===== src/rtl/branch_hazard_ctrl.sv =====
// branch_hazard_ctrl
// Hazard and forwarding control for a branch resolved in the ID stage.
// The branch compares its source registers in ID, so an in-flight producer
// must either forward its result into ID or stall the branch until the
// result becomes available.
//
// Ports
//   clock_i, reset_i        : clock, asynchronous active-high reset
//   ID_branch_i             : a branch instruction is in ID
//   ID_rs_i, ID_rt_i        : source registers of the branch
//   ID_EX_*                 : producer in EX  (write_reg, reg_write, mem_read)
//   EX_MEM_*                : producer in MEM (write_reg, reg_write, mem_read)
//   MEM_WB_*                : producer in WB  (write_reg, reg_write)
//   kill_i                  : ID is being flushed, so any stall is dropped
//   forward_A_o/forward_B_o : 00 register file, 01 EX/MEM, 10 MEM/WB (combinational)
//   stall_o                 : holds PC and IF/ID and bubbles ID/EX (combinational)
//   stall_count_o           : saturating count of stalled cycles
//
// Optional feature: define BRANCH_HAZARD_STATS_EN to build the stall
// statistics counter and the stall_count_o port.
module branch_hazard_ctrl #(
  parameter int unsigned NB_REG = 5,
  parameter int unsigned NB_CNT = 32
) (
  input  logic              clock_i,
  input  logic              reset_i,
  input  logic              ID_branch_i,
  input  logic [NB_REG-1:0] ID_rs_i,
  input  logic [NB_REG-1:0] ID_rt_i,
  input  logic [NB_REG-1:0] ID_EX_write_reg_i,
  input  logic              ID_EX_reg_write_i,
  input  logic              ID_EX_mem_read_i,
  input  logic [NB_REG-1:0] EX_MEM_write_reg_i,
  input  logic              EX_MEM_reg_write_i,
  input  logic              EX_MEM_mem_read_i,
  input  logic [NB_REG-1:0] MEM_WB_write_reg_i,
  input  logic              MEM_WB_reg_write_i,
  input  logic              kill_i,
  output logic [1:0]        forward_A_o,
  output logic [1:0]        forward_B_o,
`ifdef BRANCH_HAZARD_STATS_EN
  output logic [NB_CNT-1:0] stall_count_o,
`endif
  output logic              stall_o
);

  localparam logic [1:0] FWD_RF   = 2'b00;
  localparam logic [1:0] FWD_EXM  = 2'b01;
  localparam logic [1:0] FWD_MWB  = 2'b10;

  typedef enum logic {
    RUN   = 1'b0,
    STALL = 1'b1
  } state_e;

  // Producer writes the source register; register 0 never matches.
  function automatic logic reg_match(input logic              reg_write,
                                     input logic [NB_REG-1:0] write_reg,
                                     input logic [NB_REG-1:0] src);
    return reg_write && (write_reg == src) && (src != '0);
  endfunction

  // Forward source selection: EX/MEM (non-load) beats MEM/WB.
  function automatic logic [1:0] fwd_sel(input logic exm_match,
                                         input logic mwb_match);
    if (exm_match && !EX_MEM_mem_read_i) return FWD_EXM;
    if (mwb_match)                       return FWD_MWB;
    return FWD_RF;
  endfunction

  // Cycles a single source must wait before its value can reach ID.
  function automatic logic [1:0] src_need(input logic idex_match,
                                          input logic exm_match);
    if (idex_match && ID_EX_mem_read_i)                 return 2'd2;
    if (idex_match || (exm_match && EX_MEM_mem_read_i)) return 2'd1;
    return 2'd0;
  endfunction

  logic       idex_rs_c, idex_rt_c;
  logic       exm_rs_c,  exm_rt_c;
  logic       mwb_rs_c,  mwb_rt_c;
  logic [1:0] need_rs_c, need_rt_c, need_c;

  // Source match terms
  always_comb begin
    idex_rs_c = reg_match(ID_EX_reg_write_i,  ID_EX_write_reg_i,  ID_rs_i);
    idex_rt_c = reg_match(ID_EX_reg_write_i,  ID_EX_write_reg_i,  ID_rt_i);
    exm_rs_c  = reg_match(EX_MEM_reg_write_i, EX_MEM_write_reg_i, ID_rs_i);
    exm_rt_c  = reg_match(EX_MEM_reg_write_i, EX_MEM_write_reg_i, ID_rt_i);
    mwb_rs_c  = reg_match(MEM_WB_reg_write_i, MEM_WB_write_reg_i, ID_rs_i);
    mwb_rt_c  = reg_match(MEM_WB_reg_write_i, MEM_WB_write_reg_i, ID_rt_i);
  end

  // Forward selects are not masked while stalling; consumers ignore them then.
  always_comb begin
    forward_A_o = fwd_sel(exm_rs_c, mwb_rs_c);
    forward_B_o = fwd_sel(exm_rt_c, mwb_rt_c);
  end

  // Stall need is the worse of the two sources, only for a branch in ID.
  always_comb begin
    need_rs_c = src_need(idex_rs_c, exm_rs_c);
    need_rt_c = src_need(idex_rt_c, exm_rt_c);
    need_c    = 2'd0;
    if (ID_branch_i) begin
      need_c = (need_rs_c > need_rt_c) ? need_rs_c : need_rt_c;
    end
  end

  state_e     state_q, state_d;
  logic [1:0] cnt_q,   cnt_d;
  logic       stall_c;

  // State register
  always_ff @(posedge clock_i or posedge reset_i) begin
    if (reset_i) begin
      state_q <= RUN;
      cnt_q   <= 2'd0;
    end else begin
      state_q <= state_d;
      cnt_q   <= cnt_d;
    end
  end

  // Next state and stall. RUN covers the first stall cycle itself, so a
  // two-cycle need only spends one cycle in STALL.
  always_comb begin
    state_d = state_q;
    cnt_d   = cnt_q;
    stall_c = 1'b0;
    if (kill_i) begin
      state_d = RUN;
      cnt_d   = 2'd0;
    end else begin
      unique case (state_q)
        RUN: begin
          stall_c = (need_c != 2'd0);
          if (need_c == 2'd2) begin
            state_d = STALL;
            cnt_d   = 2'd1;
          end else begin
            cnt_d   = 2'd0;
          end
        end
        STALL: begin
          stall_c = 1'b1;
          cnt_d   = cnt_q - 2'(1);
          if (cnt_q == 2'd1) state_d = RUN;
        end
        default: begin
          state_d = RUN;
          cnt_d   = 2'd0;
        end
      endcase
    end
  end

  // Reset drops the stall immediately, even while a hazard is present.
  assign stall_o = stall_c & ~reset_i;

`ifdef BRANCH_HAZARD_STATS_EN
  logic [NB_CNT-1:0] stall_count_q, stall_count_d;

  // Saturating count of cycles with stall_o asserted
  always_comb begin
    stall_count_d = stall_count_q;
    if (stall_o && (stall_count_q != '1)) begin
      stall_count_d = stall_count_q + NB_CNT'(1);
    end
  end

  always_ff @(posedge clock_i or posedge reset_i) begin
    if (reset_i) stall_count_q <= '0;
    else         stall_count_q <= stall_count_d;
  end

  assign stall_count_o = stall_count_q;
`else
  // Keeps the counter width parameter referenced when statistics are absent.
  logic [NB_CNT-1:0] unused_stats_c;
  assign unused_stats_c = '0;
`endif

endmodule


===== config.mk =====
export PLATFORM = sky130hd
export DESIGN_NAME = branch_hazard_ctrl
export DESIGN_NICKNAME = d
export VERILOG_FILES = /design/src/rtl/branch_hazard_ctrl.sv
export SDC_FILE = /design/constraint.sdc
export NUM_CORES = 1
export LEC_CHECK = 0
export BUFFER_PORTS_ARGS = -buffer_cell sky130_fd_sc_hd__buf_2
export CAP_MARGIN = 20
export CORE_UTILIZATION = 43
export DETAILED_ROUTE_END_ITERATION = 8
export PLACE_DENSITY = 0.8
export REMOVE_ABC_BUFFERS = 1
export SYNTH_ARGS = -nofsm -noshare
export SYNTH_HDL_FRONTEND = slang
export SYNTH_SLANG_ARGS = --single-unit

===== constraint.sdc =====
create_clock -name clock_i -period 3.5 [get_ports clock_i]
set_input_delay 0.175 -clock clock_i [delete_from_list [all_inputs] [get_ports clock_i]]
set_output_delay 0.175 -clock clock_i [all_outputs]
set_load 0.005 [all_outputs]

==> impl_metrics.csv <==
group,metric,value,unit
run_status,outcome,"completed",
finish,final_common_cell,"buf_2",
floorplanning,rows,14,
grt,grt_pass1_wl,3050,µm
synthesis,synth_top_cell_by_area,"xnor2_1",
timing,tightest_slew,0.648,ns
clock_network,clock_path_buffers,2,
placement,hpwl,1610,µm
clock_network,postCtsSetupRepairBufs,0,
critical_path,cpMaxStageDelayCell,"or4_4",
clock_network,cts_resized,0,
finish,fin_util,62.4,%
run,drv.max_cap_violation_count,0,
timing,rsz0062_at_grt,"false",
placement,place_congestion,0.809,
floorplanning,io_pins,39,
synthesis,synth_warnings,0,
routing,wl,1790,µm
timing,finalCriticalPeriod,3.19,ns
power_and_ir_drop,p_leak,0.431,nW
finish,fillers,157,
finish,fin_nets,171,
grt,overflow,0,
clock_network,clock_sink_count,3,
timing,setup_viol,0,
finish,mostFrequentLayoutCells,"buf_2 (38), xnor2_1 (20), xor2_1 (7), nand2_1 (7), inv_1 (6)",
synthesis,synthTopCellsByArea,"xnor2_1 (26%), dfrtp_1 (11%), xor2_1 (9.0%), ha_1 (7.3%), nand2_1 (3.8%)",
floorplanning,fp.dieW,41.9,µm
clock_network,clkTransAtPathRegs,0.04,ns
clock_network,cts_tree,"done",
grt,first_global_vias,802,
floorplanning,initial_core_util,45.9,%
timing,max_slew_margin,56.4,%
routing,first_pass_iters,4,
synthesis,synth.distinct_cells,28,
floorplanning,core_area,1490,µm²
critical_path,cpPeakStageDelay,0.56,ns
clock_network,numCtsBuffers,3,
finish,antenna_cells,0,
synthesis,synth_area,683,µm²
placement,port_buffers,38,
synthesis,synth_top_area_share,25.6,%
critical_path,crit_required,3.32,ns
timing,fin_skew,0.00291,ns
critical_path,path_cells,"buf_2 > or4_1 > nor2_2 > nor4_1 > or4_4 > a21boi_0 > ha_1 > nand2_1 > o21ai_2 > mux2i_1 > o22ai_1 > o221a_1 > buf_2",
clock_network,htree_levels,1,
critical_path,startpoint_type,"primary input",
synthesis,syn_inst,89,
grt,track_usage,22.4,%
timing,report.final.slew_viol_count,0,
grt,antenna_found_initial,0,
floorplanning,die_h,41.9,µm
routing,post_drt_via_cell_ratio,5.26,
timing,clock.fmax,313,MHz
critical_path,critPathArrivalTime,3.01,ns
routing,vias,778,
clock_network,cts_root_buffer,"clkbuf_4",
critical_path,cp-end-kind,"primary output",
clock_network,insertion_delay,0.24,ns
critical_path,crit_fanout,4,
synthesis,avgSynthCellArea,7.68,µm²
synthesis,seq_area_frac_synth,11.0,%
routing,post_drt_wl_per_cell,12.1,µm
finish,multi_input_area,586,µm²
routing,ant_nets,0,
critical_path,reg2reg_depth,3,
grt,grt_max_degree,7,
clock_network,cts_hold_buffers,1,
timing,period_share,91.1,%
floorplanning,die_area,1750,µm²
routing,drc_errors,0,
finish,seqCellArea,75.1,µm²
critical_path,path_common_cell,"buf_2",
power_and_ir_drop,peakVddDrop,0.126,mV
synthesis,ys_seq_elements,3,
hold_path,hold_depth,3,
finish,layout-drive-gt1-share,34.1,%
timing,tns,0,ns
timing,hold_viol,0,
routing,drt_iter0_markers,10,
hold_path,hp-class,"primary input to flop",
critical_path,path_class,"primary input to primary output",
finish,area_growth,36.1,%
power_and_ir_drop,power_density,192,nW/µm²
[report_power, final]
group	internal, mW	total [mW]	switching, mW
clock	0.0428	0.0625	0.0197
combinational	0.0405	0.0803	0.0399
sequential	0.0352	0.0354	0.000230
[routing by layer]
layer	track usage, %	share of wire [%]	routed length, µm	vias up
met5	0	0	0	-
met4	9.03	0.90	16	0
met3	7.83	6.5	116	2
met2	43.1	54	964	36
met1	21.1	39	688	337
li1	-	-	-	403
[sequential cells by signal, indices dropped and copies added, names as in the netlist]
name and cells:
cnt_q 2, state_q 1
[kinds of logic (layout without fill, tap and decap cells)]
| family | count (synthesis) | count (layout) | synth area share, % |
|---|---|---|---|
| buffers and inverters | 6 | 49 | 3.30 |
| adders and majority gates | 4 | 4 | 7.33 |
| and+or+nand+nor | 36 | 36 | 30.0 |
| xor gates and xnor gates | 27 | 27 | 34.6 |
| muxes | 2 | 2 | 2.93 |
| DFF | 3 | 3 | 11.0 |
| AOI/OAI and AO/OA | 11 | 11 | 10.8 |
[metrics by stage]
stage | hold slack, ns | worst slack [ns] | power [mW] | cell area [µm²] | std cells
2_1_floorplan | -0.0714 | 0.742 | 0.0759 | 683 | 89
3_5_place_dp | 0.0547 | 0.320 | 0.116 | 893 | 143
5_1_grt | 0.300 | 0.112 | 0.195 | 930 | 148
6_report | 0.288 | 0.310 | 0.178 | 930 | 148
4_1_cts | 0.277 | 0.307 | 0.181 | 930 | 148
3_3_place_gp | 0.0511 | 0.441 | 0.112 | 893 | 143
[worst max-delay path: cells and delay by family]
| kind | cells | cell delay [ns] |
|---|---|---|
| AOI/OAI and AO/OA | 4 | 0.73 |
| adders and majority gates | 1 | 0.34 |
| buffers and inverters | 2 | 0.23 |
| muxes | 1 | 0.12 |
| and+or+nand+nor | 5 | 1.42 |
[path summary, 6_finish.rpt]
kind                            start       end  slack, ns
setup / recovery           ID_rs_i[1]   stall_o       0.31
hold / removal                 kill_i  cnt_q[1]       0.29
setup reg to reg              state_q   state_q       2.50
hold reg to reg              cnt_q[0]  cnt_q[0]       0.47
max in group asynchronous     reset_i  cnt_q[1]       3.02
min in group asynchronous     reset_i   state_q       0.35
[cell type report]
class	instances	area share [%]
flip-flops and latches	3	8.08
inverters	6	2.42
repair buffers	39	21.5
multi-input cells	80	63.0
clock buffers	4	2.83
well taps	16	2.15
[cells in the mapped netlist]
master and count:
nor2_1 2, nor3_1 3, nor3b_1 1, nand2b_1 1
ha_1 4, xor2_1 7, o22ai_1 3, mux2i_1 2
dfrtp_1 3, nor4b_1 1, or3_1 3, inv_1 6
o221a_1 1, nand3_1 4, a21oi_1 2, a21boi_0 1
o21ai_2 1, or4_1 1, xnor2_1 20, nor2b_1 2
nand2_1 7, a211oi_1 1, nor2_2 1, or4_4 1
o21ai_1 2, and2_2 1, nor4_1 4, nand4_1 4
Power figures use the tool's default switching activity.
